[src/rtl/cgra_config_sequencer.sv]
// Config sequencer for the CGRA array: accepts per-PE config records,
// range-checks them, replays valid ones as single-cycle config writes,
// then drives the execution-start level for a programmed number of cycles.
module cgra_config_sequencer #(
  parameter int unsigned PE_ROW_SIZE             = 4,
  parameter int unsigned PE_COLUMN_SIZE          = 4,
  parameter int unsigned PE_ROW_BIT_LENGTH       = 2,
  parameter int unsigned PE_COLUMN_BIT_LENGTH    = 2,
  parameter int unsigned INPUT_NUM_BIT_LENGTH    = 3,
  parameter int unsigned NEIGHBOR_PE_NUM         = 4,
  parameter int unsigned OPERATION_BIT_LENGTH    = 4,
  parameter int unsigned DATA_WIDTH              = 32,
  parameter int unsigned CONTEXT_SIZE_BIT_LENGTH = 3,
  parameter int unsigned RUN_CYCLE_WIDTH         = 32
) (
  input  logic                               clk,
  input  logic                               reset,
  input  logic                               cmd_start,
  input  logic                               cmd_abort,
  input  logic [CONTEXT_SIZE_BIT_LENGTH-1:0] context_max_id,
  input  logic [RUN_CYCLE_WIDTH-1:0]         run_cycles,
  input  logic                               cfg_valid,
  output logic                               cfg_ready,
  input  logic [PE_ROW_BIT_LENGTH-1:0]       cfg_row,
  input  logic [PE_COLUMN_BIT_LENGTH-1:0]    cfg_col,
  input  logic [CONTEXT_SIZE_BIT_LENGTH-1:0] cfg_context,
  input  logic [INPUT_NUM_BIT_LENGTH-1:0]    cfg_input_1,
  input  logic [INPUT_NUM_BIT_LENGTH-1:0]    cfg_input_2,
  input  logic [NEIGHBOR_PE_NUM-1:0]         cfg_output,
  input  logic [OPERATION_BIT_LENGTH-1:0]    cfg_op,
  input  logic [DATA_WIDTH-1:0]              cfg_const,
  input  logic                               cfg_last,
  output logic [PE_ROW_BIT_LENGTH-1:0]       config_PE_row_index,
  output logic [PE_COLUMN_BIT_LENGTH-1:0]    config_PE_column_index,
  output logic [CONTEXT_SIZE_BIT_LENGTH-1:0] config_index,
  output logic [INPUT_NUM_BIT_LENGTH-1:0]    config_input_PE_index_1,
  output logic [INPUT_NUM_BIT_LENGTH-1:0]    config_input_PE_index_2,
  output logic [NEIGHBOR_PE_NUM-1:0]         config_output_PE_index,
  output logic [OPERATION_BIT_LENGTH-1:0]    config_op,
  output logic [DATA_WIDTH-1:0]              config_const_data,
  output logic                               write_config_data,
  output logic                               start_exec,
  output logic [CONTEXT_SIZE_BIT_LENGTH-1:0] mapping_context_max_id,
  output logic                               busy,
  output logic                               done,
  output logic                               error,
  output logic [7:0]                         reject_count,
  output logic [15:0]                        load_count,
  output logic [RUN_CYCLE_WIDTH-1:0]         exec_cycle_count
);

  localparam int unsigned REJ_W  = 8;
  localparam int unsigned LOAD_W = 16;

  typedef enum logic [2:0] {S_IDLE, S_LOAD, S_FLUSH, S_RUN, S_DONE} state_e;

  typedef struct packed {
    logic [PE_ROW_BIT_LENGTH-1:0]       row;
    logic [PE_COLUMN_BIT_LENGTH-1:0]    col;
    logic [CONTEXT_SIZE_BIT_LENGTH-1:0] ctx;
    logic [INPUT_NUM_BIT_LENGTH-1:0]    in1;
    logic [INPUT_NUM_BIT_LENGTH-1:0]    in2;
    logic [NEIGHBOR_PE_NUM-1:0]         outm;
    logic [OPERATION_BIT_LENGTH-1:0]    op;
    logic [DATA_WIDTH-1:0]              cst;
  } cfg_bus_t;

  state_e                             state_q, state_d;
  cfg_bus_t                           rec_in, bus_q, bus_d;
  logic                               wr_q, wr_d;
  logic                               start_exec_q, start_exec_d;
  logic                               busy_q, busy_d;
  logic                               done_q, done_d;
  logic                               error_q, error_d;
  logic [REJ_W-1:0]                   rej_cnt_q, rej_cnt_d;
  logic [LOAD_W-1:0]                  load_cnt_q, load_cnt_d;
  logic [RUN_CYCLE_WIDTH-1:0]         exec_cnt_q, exec_cnt_d;
  logic [RUN_CYCLE_WIDTH-1:0]         run_len_q, run_len_d;
  logic [CONTEXT_SIZE_BIT_LENGTH-1:0] max_id_q, max_id_d;

  logic row_bad, col_bad, ctx_bad, rec_bad;
  logic cfg_fire, wr_fire, rej_fire, session_start, run_last;

  assign rec_in = {cfg_row, cfg_col, cfg_context, cfg_input_1, cfg_input_2,
                   cfg_output, cfg_op, cfg_const};

  // Row/column range checks only exist when the index field can exceed the array
  if (PE_ROW_SIZE < (1 << PE_ROW_BIT_LENGTH)) begin : g_row_chk
    assign row_bad = (cfg_row >= PE_ROW_BIT_LENGTH'(PE_ROW_SIZE));
  end else begin : g_row_full
    assign row_bad = 1'b0;
  end

  if (PE_COLUMN_SIZE < (1 << PE_COLUMN_BIT_LENGTH)) begin : g_col_chk
    assign col_bad = (cfg_col >= PE_COLUMN_BIT_LENGTH'(PE_COLUMN_SIZE));
  end else begin : g_col_full
    assign col_bad = 1'b0;
  end

  assign ctx_bad = (cfg_context > max_id_q);
  assign rec_bad = row_bad | col_bad | ctx_bad;

  // Abort wins over a concurrent record, so the handshake is withheld too
  assign cfg_ready     = (state_q == S_LOAD) & ~cmd_abort;
  assign cfg_fire      = cfg_valid & cfg_ready;
  assign wr_fire       = cfg_fire & ~rec_bad;
  assign rej_fire      = cfg_fire & rec_bad;
  assign session_start = cmd_start & ~cmd_abort &
                         ((state_q == S_IDLE) | (state_q == S_DONE));
  assign run_last      = (state_q == S_RUN) && (run_len_q != '0) &&
                         (exec_cnt_q == run_len_q - RUN_CYCLE_WIDTH'(1));

  // Next-state logic
  always_comb begin
    state_d = state_q;
    case (state_q)
      S_IDLE, S_DONE: if (cmd_start) state_d = S_LOAD;
      S_LOAD:         if (cfg_fire && cfg_last) state_d = S_FLUSH;
      S_FLUSH:        state_d = S_RUN;
      S_RUN:          if (run_last) state_d = S_DONE;
      default:        state_d = S_IDLE;
    endcase
    if (cmd_abort) state_d = S_IDLE;
  end

  // State register
  always_ff @(posedge clk or posedge reset) begin
    if (reset) state_q <= S_IDLE;
    else       state_q <= state_d;
  end

  // Next values for the config bus, status flags and counters
  always_comb begin
    bus_d        = wr_fire ? rec_in : bus_q;
    wr_d         = wr_fire;
    start_exec_d = (state_d == S_RUN);
    busy_d       = (state_d == S_LOAD) | (state_d == S_FLUSH) | (state_d == S_RUN);
    done_d       = (state_d == S_DONE);
    error_d      = error_q;
    rej_cnt_d    = rej_cnt_q;
    load_cnt_d   = load_cnt_q;
    exec_cnt_d   = exec_cnt_q;
    run_len_d    = run_len_q;
    max_id_d     = max_id_q;
    if (session_start) begin
      error_d    = 1'b0;
      rej_cnt_d  = '0;
      load_cnt_d = '0;
      exec_cnt_d = '0;
      run_len_d  = run_cycles;
      max_id_d   = context_max_id;
    end else begin
      if (rej_fire) begin
        error_d = 1'b1;
        if (rej_cnt_q != '1) rej_cnt_d = rej_cnt_q + REJ_W'(1);
      end
      if (wr_fire && (load_cnt_q != '1)) load_cnt_d = load_cnt_q + LOAD_W'(1);
      if ((state_q == S_RUN) && !cmd_abort && !run_last)
        exec_cnt_d = exec_cnt_q + RUN_CYCLE_WIDTH'(1);
    end
  end

  // Output and datapath registers
  always_ff @(posedge clk or posedge reset) begin
    if (reset) begin
      bus_q        <= '0;
      wr_q         <= 1'b0;
      start_exec_q <= 1'b0;
      busy_q       <= 1'b0;
      done_q       <= 1'b0;
      error_q      <= 1'b0;
      rej_cnt_q    <= '0;
      load_cnt_q   <= '0;
      exec_cnt_q   <= '0;
      run_len_q    <= '0;
      max_id_q     <= '0;
    end else begin
      bus_q        <= bus_d;
      wr_q         <= wr_d;
      start_exec_q <= start_exec_d;
      busy_q       <= busy_d;
      done_q       <= done_d;
      error_q      <= error_d;
      rej_cnt_q    <= rej_cnt_d;
      load_cnt_q   <= load_cnt_d;
      exec_cnt_q   <= exec_cnt_d;
      run_len_q    <= run_len_d;
      max_id_q     <= max_id_d;
    end
  end

  assign config_PE_row_index     = bus_q.row;
  assign config_PE_column_index  = bus_q.col;
  assign config_index            = bus_q.ctx;
  assign config_input_PE_index_1 = bus_q.in1;
  assign config_input_PE_index_2 = bus_q.in2;
  assign config_output_PE_index  = bus_q.outm;
  assign config_op               = bus_q.op;
  assign config_const_data       = bus_q.cst;
  assign write_config_data       = wr_q;
  assign start_exec              = start_exec_q;
  assign mapping_context_max_id  = max_id_q;
  assign busy                    = busy_q;
  assign done                    = done_q;
  assign error                   = error_q;
  assign reject_count            = rej_cnt_q;
  assign load_count              = load_cnt_q;
  assign exec_cycle_count        = exec_cnt_q;

endmodule
[config.mk]
export PLATFORM = sky130hd
export DESIGN_NAME = cgra_config_sequencer
export DESIGN_NICKNAME = d
export VERILOG_FILES = /design/src/rtl/cgra_config_sequencer.sv
export SDC_FILE = /design/constraint.sdc
export NUM_CORES = 1
export LEC_CHECK = 0
export CAP_MARGIN = 25
export CORE_MARGIN = 2
export CORE_UTILIZATION = 50
export CTS_CLUSTER_DIAMETER = 120
export DETAILED_ROUTE_END_ITERATION = 6
export PLACE_DENSITY = 0.82
export SLEW_MARGIN = 20
export SYNTH_ARGS = -nofsm -noshare
export SYNTH_HDL_FRONTEND = slang
export SYNTH_SLANG_ARGS = --single-unit
export TNS_END_PERCENT = 1
[constraint.sdc]
create_clock -name clk -period 6.97 [get_ports clk]
set_input_delay 0.697 -clock clk [delete_from_list [all_inputs] [get_ports clk]]
set_output_delay 0.697 -clock clk [all_outputs]
set_load 0.005 [all_outputs]
==> impl_metrics.env <==
export IMPL_status="complete, no violations"
export IMPL_start_util_pct=50.5
export IMPL_worstSkewPairLatency_ns=0.43
export IMPL_postLayoutCoreUtil_pct=68.6
export IMPL_nNetsFinal=1085
export IMPL_skew_ns=0.00851
export IMPL_grt_first_pass_wirelength_mm=35.6
export IMPL_cts_buffers=17
export IMPL_clock_sinks=152
export IMPL_slew_violations=0
export IMPL_synthMuxAreaShare_pct=9.78
export IMPL_n_antenna_cell=0
export IMPL_synth_async_sr_flop_share_pct=100
export IMPL_max_slew_margin_pct=39.7
export IMPL_leakage_nw=4.51
export IMPL_h_tree_depth=4
export IMPL_synth_adder_area_share_pct=1.26
export IMPL_path_max_fanout=19
export IMPL_die_area_um2=16900
export IMPL_fin_hold_ws_ns=0.506
export IMPL_synth_compound_area_share_pct=8.32
export IMPL_place_congestion=0.982
export IMPL_synth_edff_count=0
export IMPL_hold_path_class="register to register"
export IMPL_p_total_mw=3.05
export IMPL_vias_per_cell=5.69
export IMPL_synth_area_um2=7940
export IMPL_tns_ns=0
export IMPL_cts_root_buf="clkbuf_16"
export IMPL_worstSetupPathType="register to register"
export IMPL_finalCritPeriodShare_pct=58.4
export IMPL_min_period_ns=4.07
export IMPL_fillers=1199
export IMPL_cts_resized=0
export IMPL_irDropWorstVdd_mv=0.222
export IMPL_drive_gt1_share_pct=12.7
export IMPL_worstSetupStartpointType="register"
export IMPL_drt_antenna_violating_nets=0
export IMPL_routed_wl_mm=22.5
export IMPL_worstSetupEndpointType="register"
export IMPL_synth_top_family_by_area="simple AND/OR/NAND/NOR gates"
export IMPL_ys_flop_type="dfrtp_1"
export IMPL_rsz0062_at_grt="false"
export IMPL_yosys_warnings=0
export IMPL_cts_buffer_depth=2
export IMPL_synthXorXnorAreaFrac_pct=6.73
export IMPL_p_per_area_nw_per_um2=283
export IMPL_tritoncts="yes"
export IMPL_setup_viol=0
export IMPL_row_count=46
export IMPL_grt_start_max_net_pins=95
export IMPL_grt_usage_pct=27.3
export IMPL_synth_cells=786
export IMPL_slowest_delay_ns=0.71
export IMPL_worst_slew_pin_slew_ns=0.905
export IMPL_drc=0
export IMPL_drt_iter0_markers=429
export IMPL_synth_net_count=888
export IMPL_wl_per_cell_um=18.6
export IMPL_clock_fmax_mhz=246
export IMPL_avgSynthCellArea_um2=10.1
export IMPL_io_buffers=211
export IMPL_die_y_um=130
export IMPL_grt_pass1_vias=6791
export IMPL_num_vias=6885
export IMPL_path_common_cell="or4_1"
export IMPL_yosysUniqueCellTypes=70
export IMPL_seq_area_frac_synth_pct=47.9
export IMPL_die_x_um=130
export IMPL_dpl_hpwl_mm=15.8
export IMPL_crit_slowest_cell="o21ai_2"
export IMPL_cp_cell_sequence="inv_1 -> ha_1 -> nor3b_2 -> nand4_1 -> or4_1 -> a2111o_1 -> o21ai_2 -> or4_1 -> mux2i_1"
export IMPL_ctsHoldBuffers=0
export IMPL_syn2layout_area_growth_pct=35.8
export IMPL_drv_cap=0
export IMPL_hold_viol_final=0
export IMPL_post_cts_setup_buffers=0
export IMPL_io_pins=212
export IMPL_first_pass_iters=5
export IMPL_grt_overflow_total=0
export IMPL_ys_ff_latch=152
export IMPL_antenna_found_initial=0
export IMPL_worstPathArrival_ns=4.42
export IMPL_synth_simple_area_share_pct=23.3
export IMPL_clkSlewWorstSetupHoldPaths_ns=0.07
export IMPL_cp_required_ns=7.31
export IMPL_coreArea_um2=15700
[per-stage QoR]
stage / instance area (um2) / worst slack [ns] / cells
after floorplan: 7940 / 2.18 / 786
after global placement: 10200 / 3.07 / 1180
after detailed placement: 10200 / 2.99 / 1180
after CTS: 10800 / 2.97 / 1211
after global routing: 10800 / 2.63 / 1211
final: 10800 / 2.90 / 1211
[placed cells by master (no fill, tap or decap), types with 4 or more instances in the layout]
master           count
mux2_2              53
nand3_2              4
nand4_1             20
nor2_1              38
inv_6                5
xor2_1              24
nand3_1             17
and2_1               9
dfrtp_1            152
clkinvlp_4           5
a21oi_2              9
buf_4                4
or3_2                4
nand2_1            152
and3_1              15
nand4b_1             8
and4_1               6
o21a_1               5
o21ai_0             13
a31oi_1              5
or3_1                8
a21oi_1             12
ha_1                 8
nor3_1              22
clkbuf_16           17
inv_1               10
nand2b_1             7
mux2i_1             18
o21ai_1              8
or4_1               10
nor4_1              10
clkdlybuf4s50_1    211
xnor2_1             37
[synth_stat cells, types with 3 or more instances]
| library cell | number | area [um2] |
|---|---|---|
| mux2_2 | 53 | 597 |
| clkbuf_1 | 24 | 90.1 |
| nand2b_1 | 7 | 43.8 |
| and4_1 | 6 | 52.6 |
| nor4_1 | 11 | 68.8 |
| or4_1 | 10 | 75.1 |
| or3_1 | 8 | 50.1 |
| nor3_1 | 22 | 110 |
| nand4b_1 | 8 | 70.1 |
| a21oi_1 | 12 | 60.1 |
| a2111o_1 | 3 | 33.8 |
| or3_2 | 4 | 30.0 |
| and3_1 | 15 | 93.8 |
| xor2_1 | 24 | 210 |
| buf_1 | 4 | 15.0 |
| buf_6 | 4 | 45.0 |
| a21oi_2 | 9 | 78.8 |
| a31oi_1 | 5 | 31.3 |
| ha_1 | 8 | 100 |
| mux2i_1 | 18 | 180 |
| nand3_2 | 4 | 40.0 |
| buf_2 | 5 | 25.0 |
| nor2b_1 | 3 | 18.8 |
| o211ai_1 | 3 | 22.5 |
| o21ai_1 | 8 | 40.0 |
| o31ai_1 | 3 | 22.5 |
| inv_1 | 11 | 41.3 |
| nand2_1 | 152 | 571 |
| o21ai_2 | 3 | 26.3 |
| nand4_1 | 20 | 125 |
| and2_1 | 9 | 56.3 |
| o21a_1 | 6 | 45.0 |
| nand3_1 | 17 | 85.1 |
| xnor2_1 | 37 | 324 |
| nor2_1 | 39 | 146 |
| o21ai_0 | 13 | 65.1 |
| dfrtp_1 | 152 | 3800 |
[registers in the layout, summed over array words and instances, names as in the netlist, 3 cells and up]
| name | cells |
|---|---|
| exec_cycle_count | 32 |
| reject_count | 8 |
| config_index | 3 |
| mapping_context_max_id | 3 |
| config_const_data | 32 |
| config_output_PE_index | 4 |
| state_q | 3 |
| config_input_PE_index_1 | 3 |
| run_len_q | 32 |
| config_input_PE_index_2 | 3 |
| config_op | 4 |
| load_count | 16 |
[worst paths after layout]
path / start / endpoint / slack, ns / cells after the start
hold / removal: config_const_data[27]$_DFFE_PP0P_ / config_const_data[27]$_DFFE_PP0P_ / 0.51 / 1
min in group asynchronous: reset / config_input_PE_index_2[2]$_DFFE_PP0P_ / 0.84 / 2
setup / recovery: run_len_q[0]$_DFFE_PP0P_ / exec_cycle_count[21]$_DFFE_PP0P_ / 2.90 / 9
setup reg to reg: run_len_q[0]$_DFFE_PP0P_ / exec_cycle_count[21]$_DFFE_PP0P_ / 2.90 / 9
hold reg to reg: config_const_data[27]$_DFFE_PP0P_ / config_const_data[27]$_DFFE_PP0P_ / 0.51 / 1
max in group asynchronous: reset / start_exec$_DFF_PP0_ / 4.84 / 3
[worst max-delay path, delay by kind of cell (launching register included)]
kind | cells | cell delay (ns)
AO/OA/AOI/OAI | 2 | 1.18
adder cells (fa/ha/maj) | 1 | 0.20
buffers and inverters | 1 | 0.14
flip-flops | 1 | 0.39
multiplexers | 1 | 0.19
AND/OR/NAND/NOR | 4 | 1.89
[power by group]
part	leakage (nW)	internal, mW	switching [mW]
registers	1.96	1.08	0.162
logic	2.28	0.543	0.334
clock network	0.269	0.539	0.387
total	4.51	2.17	0.884
[layout make-up]
cell class | count | area [um2] | share of cell area [%]
Sequential cell | 152 | 3800 | 35.3
Clock inverter | 12 | 141 | 1.31
Inverter | 11 | 46.3 | 0.429
Multi-Input combinational cell | 586 | 3940 | 36.5
Clock buffer | 19 | 443 | 4.11
Tap cell | 216 | 270 | 2.51
Timing Repair Buffer | 215 | 2140 | 19.9
[logic make-up after synthesis]
| kind of cell | count (synthesis) |
|---|---|
| simple gates | 354 |
| flops | 152 |
| compound gates | 92 |
| mux | 71 |
| xor+xnor | 61 |
| buf+inv | 48 |
| fa+ha+maj | 8 |
[layer usage]
metal / routed length (um) / track usage, % / vias up
met3: 1520 / 8.04 / 44
met5: 0 / 0 / -
li1: - / - / 3195
met4: 608 / 10.2 / 0
met2: 11200 / 45.7 / 266
met1: 9200 / 33.6 / 3380
No activity file was read; power rests on OpenSTA's default activity.
